[config.mk]
export PLATFORM = sky130hd
export DESIGN_NAME = gpio_debounce
export DESIGN_NICKNAME = d
export VERILOG_FILES = /design/src/rtl/gpio_debounce.sv
export SDC_FILE = /design/constraint.sdc
export NUM_CORES = 1
export LEC_CHECK = 0
export ABC_AREA = 1
export CORE_MARGIN = 2
export CORE_UTILIZATION = 23
export CTS_CLUSTER_DIAMETER = 40
export CTS_CLUSTER_SIZE = 12
export DETAILED_ROUTE_END_ITERATION = 12
export GPL_TIMING_DRIVEN = 0
export PLACE_DENSITY = 0.51
export SLEW_MARGIN = 20
export SYNTH_ARGS = -nofsm -noshare
export SYNTH_HDL_FRONTEND = slang
export SYNTH_SLANG_ARGS = --single-unit
export TNS_END_PERCENT = 10
[constraint.sdc]
create_clock -name clk -period 6.7 [get_ports clk]
set_input_delay 0.67 -clock clk [delete_from_list [all_inputs] [get_ports clk]]
set_output_delay 0.67 -clock clk [all_outputs]
set_load 0.005 [all_outputs]
[src/rtl/gpio_debounce.sv]
// rtl/gpio_debounce.sv - 8-bit GPIO synchronizer, tick-based debouncer and change-event latch
module gpio_debounce #(
   parameter int TICK_DIV = 50000,
   parameter int DB_TICKS = 4
) (
   input  logic       clk,
   input  logic       rstn,
   input  logic [7:0] gpio_in,
   output logic [7:0] sw_state,
   output logic [7:0] sw_rise,
   output logic [7:0] sw_fall,
   output logic       evt_valid,
   output logic [7:0] evt_bits,
   input  logic       evt_ack,
   output logic       evt_overrun
);

   localparam int PW = $clog2(TICK_DIV);
   localparam int CW = (DB_TICKS < 2) ? 1 : $clog2(DB_TICKS);
   localparam logic [PW-1:0] PRESC_MAX = PW'(TICK_DIV - 1);
   localparam logic [CW-1:0] CNT_MAX   = CW'(DB_TICKS - 1);

   logic [7:0]          sync1_q, sync1_d;
   logic [7:0]          sync2_q, sync2_d;
   logic [PW-1:0]       presc_q, presc_d;
   logic                tick;
   logic [7:0][CW-1:0]  cnt_q, cnt_d;
   logic [7:0]          sw_state_q, sw_state_d;
   logic [7:0]          sw_rise_q, sw_rise_d;
   logic [7:0]          sw_fall_q, sw_fall_d;
   logic [7:0]          change;
   logic                evt_valid_q, evt_valid_d;
   logic [7:0]          evt_bits_q, evt_bits_d;
   logic                evt_overrun_q, evt_overrun_d;

   // Two-stage synchronizer; only sync2_q is used by the rest of the block.
   always_comb begin
      sync1_d = gpio_in;
      sync2_d = sync1_q;
   end

   // Synchronizer flops.
   always_ff @(posedge clk or posedge rstn) begin
      if (rstn) begin
         sync1_q <= '0;
         sync2_q <= '0;
      end else begin
         sync1_q <= sync1_d;
         sync2_q <= sync2_d;
      end
   end

   // Prescaler: tick fires on the terminal count, so the first tick lands TICK_DIV cycles after reset.
   always_comb begin
      tick    = (presc_q == PRESC_MAX);
      presc_d = tick ? '0 : presc_q + PW'(1);
   end

   // Prescaler flop.
   always_ff @(posedge clk or posedge rstn) begin
      if (rstn) begin
         presc_q <= '0;
      end else begin
         presc_q <= presc_d;
      end
   end

   // Per-bit stability counters: a level is accepted after DB_TICKS consecutive differing ticks.
   always_comb begin
      cnt_d      = cnt_q;
      sw_state_d = sw_state_q;
      sw_rise_d  = '0;
      sw_fall_d  = '0;
      if (tick) begin
         for (int i = 0; i < 8; i++) begin
            if (sync2_q[i] == sw_state_q[i]) begin
               cnt_d[i] = '0;
            end else if (cnt_q[i] == CNT_MAX) begin
               cnt_d[i]      = '0;
               sw_state_d[i] = sync2_q[i];
               sw_rise_d[i]  = sync2_q[i];
               sw_fall_d[i]  = ~sync2_q[i];
            end else begin
               cnt_d[i] = cnt_q[i] + CW'(1);
            end
         end
      end
   end

   // Debounced state, edge pulses and stability counters.
   always_ff @(posedge clk or posedge rstn) begin
      if (rstn) begin
         cnt_q      <= '0;
         sw_state_q <= '0;
         sw_rise_q  <= '0;
         sw_fall_q  <= '0;
      end else begin
         cnt_q      <= cnt_d;
         sw_state_q <= sw_state_d;
         sw_rise_q  <= sw_rise_d;
         sw_fall_q  <= sw_fall_d;
      end
   end

   // Event latch: accumulate changed bits until acked; flag changes that pile onto a pending event.
   always_comb begin
      change        = sw_rise_q | sw_fall_q;
      evt_valid_d   = evt_valid_q;
      evt_bits_d    = evt_bits_q;
      evt_overrun_d = evt_overrun_q;
      if (!evt_valid_q) begin
         if (change != '0) begin
            evt_valid_d = 1'b1;
            evt_bits_d  = change;
         end
      end else if (evt_ack) begin
         evt_overrun_d = 1'b0;
         evt_valid_d   = (change != '0);
         evt_bits_d    = change;
      end else if (change != '0) begin
         evt_bits_d    = evt_bits_q | change;
         evt_overrun_d = 1'b1;
      end
   end

   // Event flops.
   always_ff @(posedge clk or posedge rstn) begin
      if (rstn) begin
         evt_valid_q   <= 1'b0;
         evt_bits_q    <= '0;
         evt_overrun_q <= 1'b0;
      end else begin
         evt_valid_q   <= evt_valid_d;
         evt_bits_q    <= evt_bits_d;
         evt_overrun_q <= evt_overrun_d;
      end
   end

   assign sw_state    = sw_state_q;
   assign sw_rise     = sw_rise_q;
   assign sw_fall     = sw_fall_q;
   assign evt_valid   = evt_valid_q;
   assign evt_bits    = evt_bits_q;
   assign evt_overrun = evt_overrun_q;

endmodule

[After elaboration in Yosys (flattened, before gate mapping)]
Cells that the tools add are included.
Storage, ports and cells
  logic and storage cells: 141
  output and inout port bits: 34
  register bits after elaboration: 82
  input bits: 11
Operators by class
  add/subtract/negate cells: 9
  bitwise gates (word level): 18
  muxes and demuxes: 60
  reduce and logical (&&, ||, !) cells: 13
  eq/ne operators: 17
Operators with widths (count)
  $mux W8: 6
  $mux W1: 37
  $mux W2: 16
  $reduce_and A3 Y1: 8
  $add A16 B1 Y16 const B: 1
  $add A2 B1 Y2 const B: 8
  $eq A16 B16 Y1 const B: 1
  $eq A2 B2 Y1 const B: 8
  $mux W16: 1
  $not A1 Y1: 16
  $or A8 B8 Y8: 2
  $eq A1 B1 Y1: 8
  $reduce_bool A8 Y1: 1
  $reduce_and A2 Y1: 2
  $reduce_bool A2 Y1: 2

[Logic depth before layout (Yosys ltp)]
  depth in word-level cells: 5
  depth in mapped cells: 9

[Worst setup path after synthesis]
Ideal clock, no wire load.
  path type: register to register
  from: register presc_q[0]
  to: register cnt_q[10] in the netlist's numbering
  setup slack: 5343 ps
  period minus slack after synthesis: 1357 ps
  path buffers: 1
  data arrival time: 1292 ps
  data required time: 6635 ps
  stages on the path, launching flop included: 9
  cells stage by stage: dfrtp_1 ha_1 nand2_1 nor2_2 nand3_4 nor2_8 buf_6 nand3_1 nand2_1
Between the ends
  cells in the longest elaborated chain, start to end: 1
RTL lines
  start: declaration: RTL line 25  | logic [PW-1:0] presc_q, presc_d;
  start signal: assignment: RTL line 64  | presc_q <= presc_d;
  $eq A16 B16 Y1: RTL line 55  | tick = (presc_q == PRESC_MAX);
  end signal: assignment: RTL line 98  | cnt_q <= cnt_d;
  end: declaration: RTL line 27  | logic [7:0][CW-1:0] cnt_q, cnt_d;
Every way passes these cells.
A chain may end at the register's enable or synchronous reset.

[Final worst setup path]
  from: register sw_state_q[2], in the netlist sw_state[2]
  to: output sw_state[2]
RTL lines
  start: declaration: RTL line 28  | logic [7:0] sw_state_q, sw_state_d;
  start signal: assignment: RTL line 99  | sw_state_q <= sw_state_d;
  end: declaration: RTL line 9  | output logic [7:0] sw_state,
No word-level cell between the ends.

==> key figures <==
Timing
  – Setup-failing EPs final: 0
  – Final TNS setup: 0 ps
  – Slew margin rel.: 0.6621
  – Clock Skews: 6.659 ps
  – Slack of the critical path: 4762 ps
  – Fin crit period: 1938 ps
  – RSZ-0062 raised after global routing: false
  – Hold Vio Cnt, Final: 0
  – Worst slew pin tran: 506.3 ps
  – Hold slack: 348.0 ps
  – Max-slew violation count: 0
  – Max Freq: 516.1 MHz
  – Final Cycle Share: 0.2892

Setup path
  – CP top delay family: buffers and inverters
  – Setup crit end kind: primary output
  – Crit path max fanout: 3
  – R2r setup slk: 5060 ps
  – Critical path startpoint category: flop
  – Arrival @ worst endpoint: 1270 ps
  – Crit-path max cell delay: 560 ps
  – WP data required: 6030 ps
  – Worst path bufs/invs: 1
  – Critical-path top delay cell: clkdlybuf4s50_1
  – Crit path cell chain: clkdlybuf4s50_1
  – WS Path Type: reg2out

Power and ir drop
  – Final Total Pwr: 1.018 mW
  – Internal power: 0.8134 mW
  – PD cells: 216.3 nW/um^2
  – Switching share of total power: 0.2013
  – Comb power frac: 0.024
  – Sw power: 0.2050 mW
  – VDD IR max: 0.1211 mV
  – Static Leak: 2.383 nW
  – Share of total power in the clock network: 0.480
  – Seq pwr share: 0.496

Place
  – DP Area: 4415 um^2
  – Post-DP HPWL: 5927 um
  – Placed Cells: 651
  – Final Wtd Congestion: 0.7564
  – Pre-CTS WS: 4833 ps
  – IO Port Bufs: 44

Logic synthesis
  – Post-synth net total: 410
  – Cells after Synth: 390
  – Mapped Area: 3675 um^2
  – Synth area leader: dfrtp_1
  – Synth Warn #: 0
  – #FFs+latches synth: 82
  – Synth top area cells: dfrtp_1, nand2_1, nor2_1
  – Synth top area share: 0.5584
  – Syn Area/Cell: 9.422 um^2
  – Sequential area share after synthesis: 0.5584
  – Yosys cell types: 26

CTS
  – CTS resizes: 0
  – TritonCTS sink count: 82
  – Hold Buf Count CTS: 0
  – H-tree Lvls: 3
  – Clk root buf: clkbuf_16
  – Post CTS Setup Buffer Count: 0
  – Clock slew seen by the registers of the worst setup and hold paths: 60 ps
  – CTS tree: yes
  – Clk_lat worst skew: 330 ps
  – CTS Buf Count: 9
  – CTS max path bufs: 2

Cells and area
  – # diodes: 0
  – Cell Count, Final, Fillers Out: 665
  – Most frequent cells in the layout: dfrtp_1, nand2_1, nor2_1, clkdlybuf4s50_1, inv_1
  – Final core occ: 0.2986
  – Commonest non-fill, non-tap cell in the layout: dfrtp_1
  – Fin area: 4708 um^2
  – Fillers: 1,682
  – Layout cells sized above 1: 0.1180
  – Layout area overhead: 28.12%
  – Layout Nets: 466

Floorplan
  – Die area: 17,000 um^2
  – Core Area: 15,770 um^2
  – I/O pin count: 45
  – Site Rows: 46
  – Die width: 130.4 um
  – Initial Utilization: 0.2330
  – Die Y: 130.4 um

Job
  – Max-Cap Viols: 0

Global routing
  – Vias in the first global route: 2,874
  – All-layer global routing usage: 0.1098
  – Initial antenna violation count: 0
  – First-pass GRT wire length: 14,480 um
  – GR Overflow Total: 0
  – Largest net degree at the start of global routing: 59

Drt
  – DR vias/cell: 4.168
  – Vias: 2,772
  – Routed wire length: 8419 um
  – Remaining DRCs: 0
  – WL/cell: 12.66 um
  – Initial DRC count: 177
  – Post-route ant nets: 0
  – Detailed Routing Iterations Pass 1: 4

Hold path
  – HP Class: reg2reg

Status
  – Outcome: finished clean
[cells in the mapped netlist, drive strengths merged]
library cell  count
xnor2             1
dfrtp            82
nand2            93
buf               4
xor2             12
o21ai            11
a21oi             3
clkinv            1
ha                9
nand4            26
a31oi             8
inv              35
clkbuf            1
nor2             70
nand3            30
nor3              4
[power groups by stage]
stage | Clock, mW | Sequential, mW | Combinational, mW
floorplan | 0 | 0.513 | 0.0124
global placement | 0 | 0.514 | 0.0231
detailed placement | 0 | 0.514 | 0.0259
CTS | 0.503 | 0.505 | 0.0261
finish | 0.489 | 0.505 | 0.0249
global route | 0.525 | 0.505 | 0.0290
[area by class of cell]
class / count / area, um^2 / share of cell area
repair buffers: 45 / 467.9 / 0.09939
inverters: 36 / 137.6 / 0.02923
well taps: 216 / 270.3 / 0.05740
clock buffers: 11 / 252.7 / 0.05368
multi-input cells: 267 / 1443 / 0.3064
plain buffers: 5 / 45.04 / 0.009567
clock inverters: 3 / 40.04 / 0.008504
flip-flops and latches: 82 / 2052 / 0.4358
[worst paths after layout]
| path | start | end | cells past startpoint |
|---|---|---|---|
| max | sw_state[2]$_DFFE_PP0P_ | sw_state[2] | 1 |
| min | sync1_q[6]$_DFF_PP0_ | sync2_q[6]$_DFF_PP0_ | 0 |
| max reg2reg | presc_q[0]$_DFF_PP0_ | sw_state[6]$_DFFE_PP0P_ | 6 |
| min reg2reg | sync1_q[6]$_DFF_PP0_ | sync2_q[6]$_DFF_PP0_ | 0 |
| max in group asynchronous | rstn | sync2_q[5]$_DFF_PP0_ | 3 |
| min in group asynchronous | rstn | presc_q[12]$_DFF_PP0_ | 2 |
[routing by layer]
metal | GRT usage | part of all wire | vias up
li1 | - | - | 1383
met1 | 0.1482 | 0.47 | 1338
met2 | 0.1719 | 0.47 | 44
met3 | 0.03339 | 0.050 | 7
met4 | 0.03129 | 0.012 | 0
met5 | 0 | 0 | -
[state kept, by name, indices dropped and copies added, names as in the netlist]
register     flops
cnt_q           16
sw_rise          8
evt_valid        1
sw_state         8
evt_overrun      1
evt_bits         8
presc_q         16
sync2_q          8
sw_fall          8
sync1_q          8
[kinds of logic after synthesis]
logic type	Yosys count	synth area share
AOI/OAI and AO/OA	22	0.03268
xor gates and xnor gates	13	0.03098
adders and majority gates	9	0.03064
buffers and inverters	41	0.04903
DFF	82	0.5584
and+or+nand+nor	223	0.2983
Note: power is estimated with default switching activity, not from simulation.
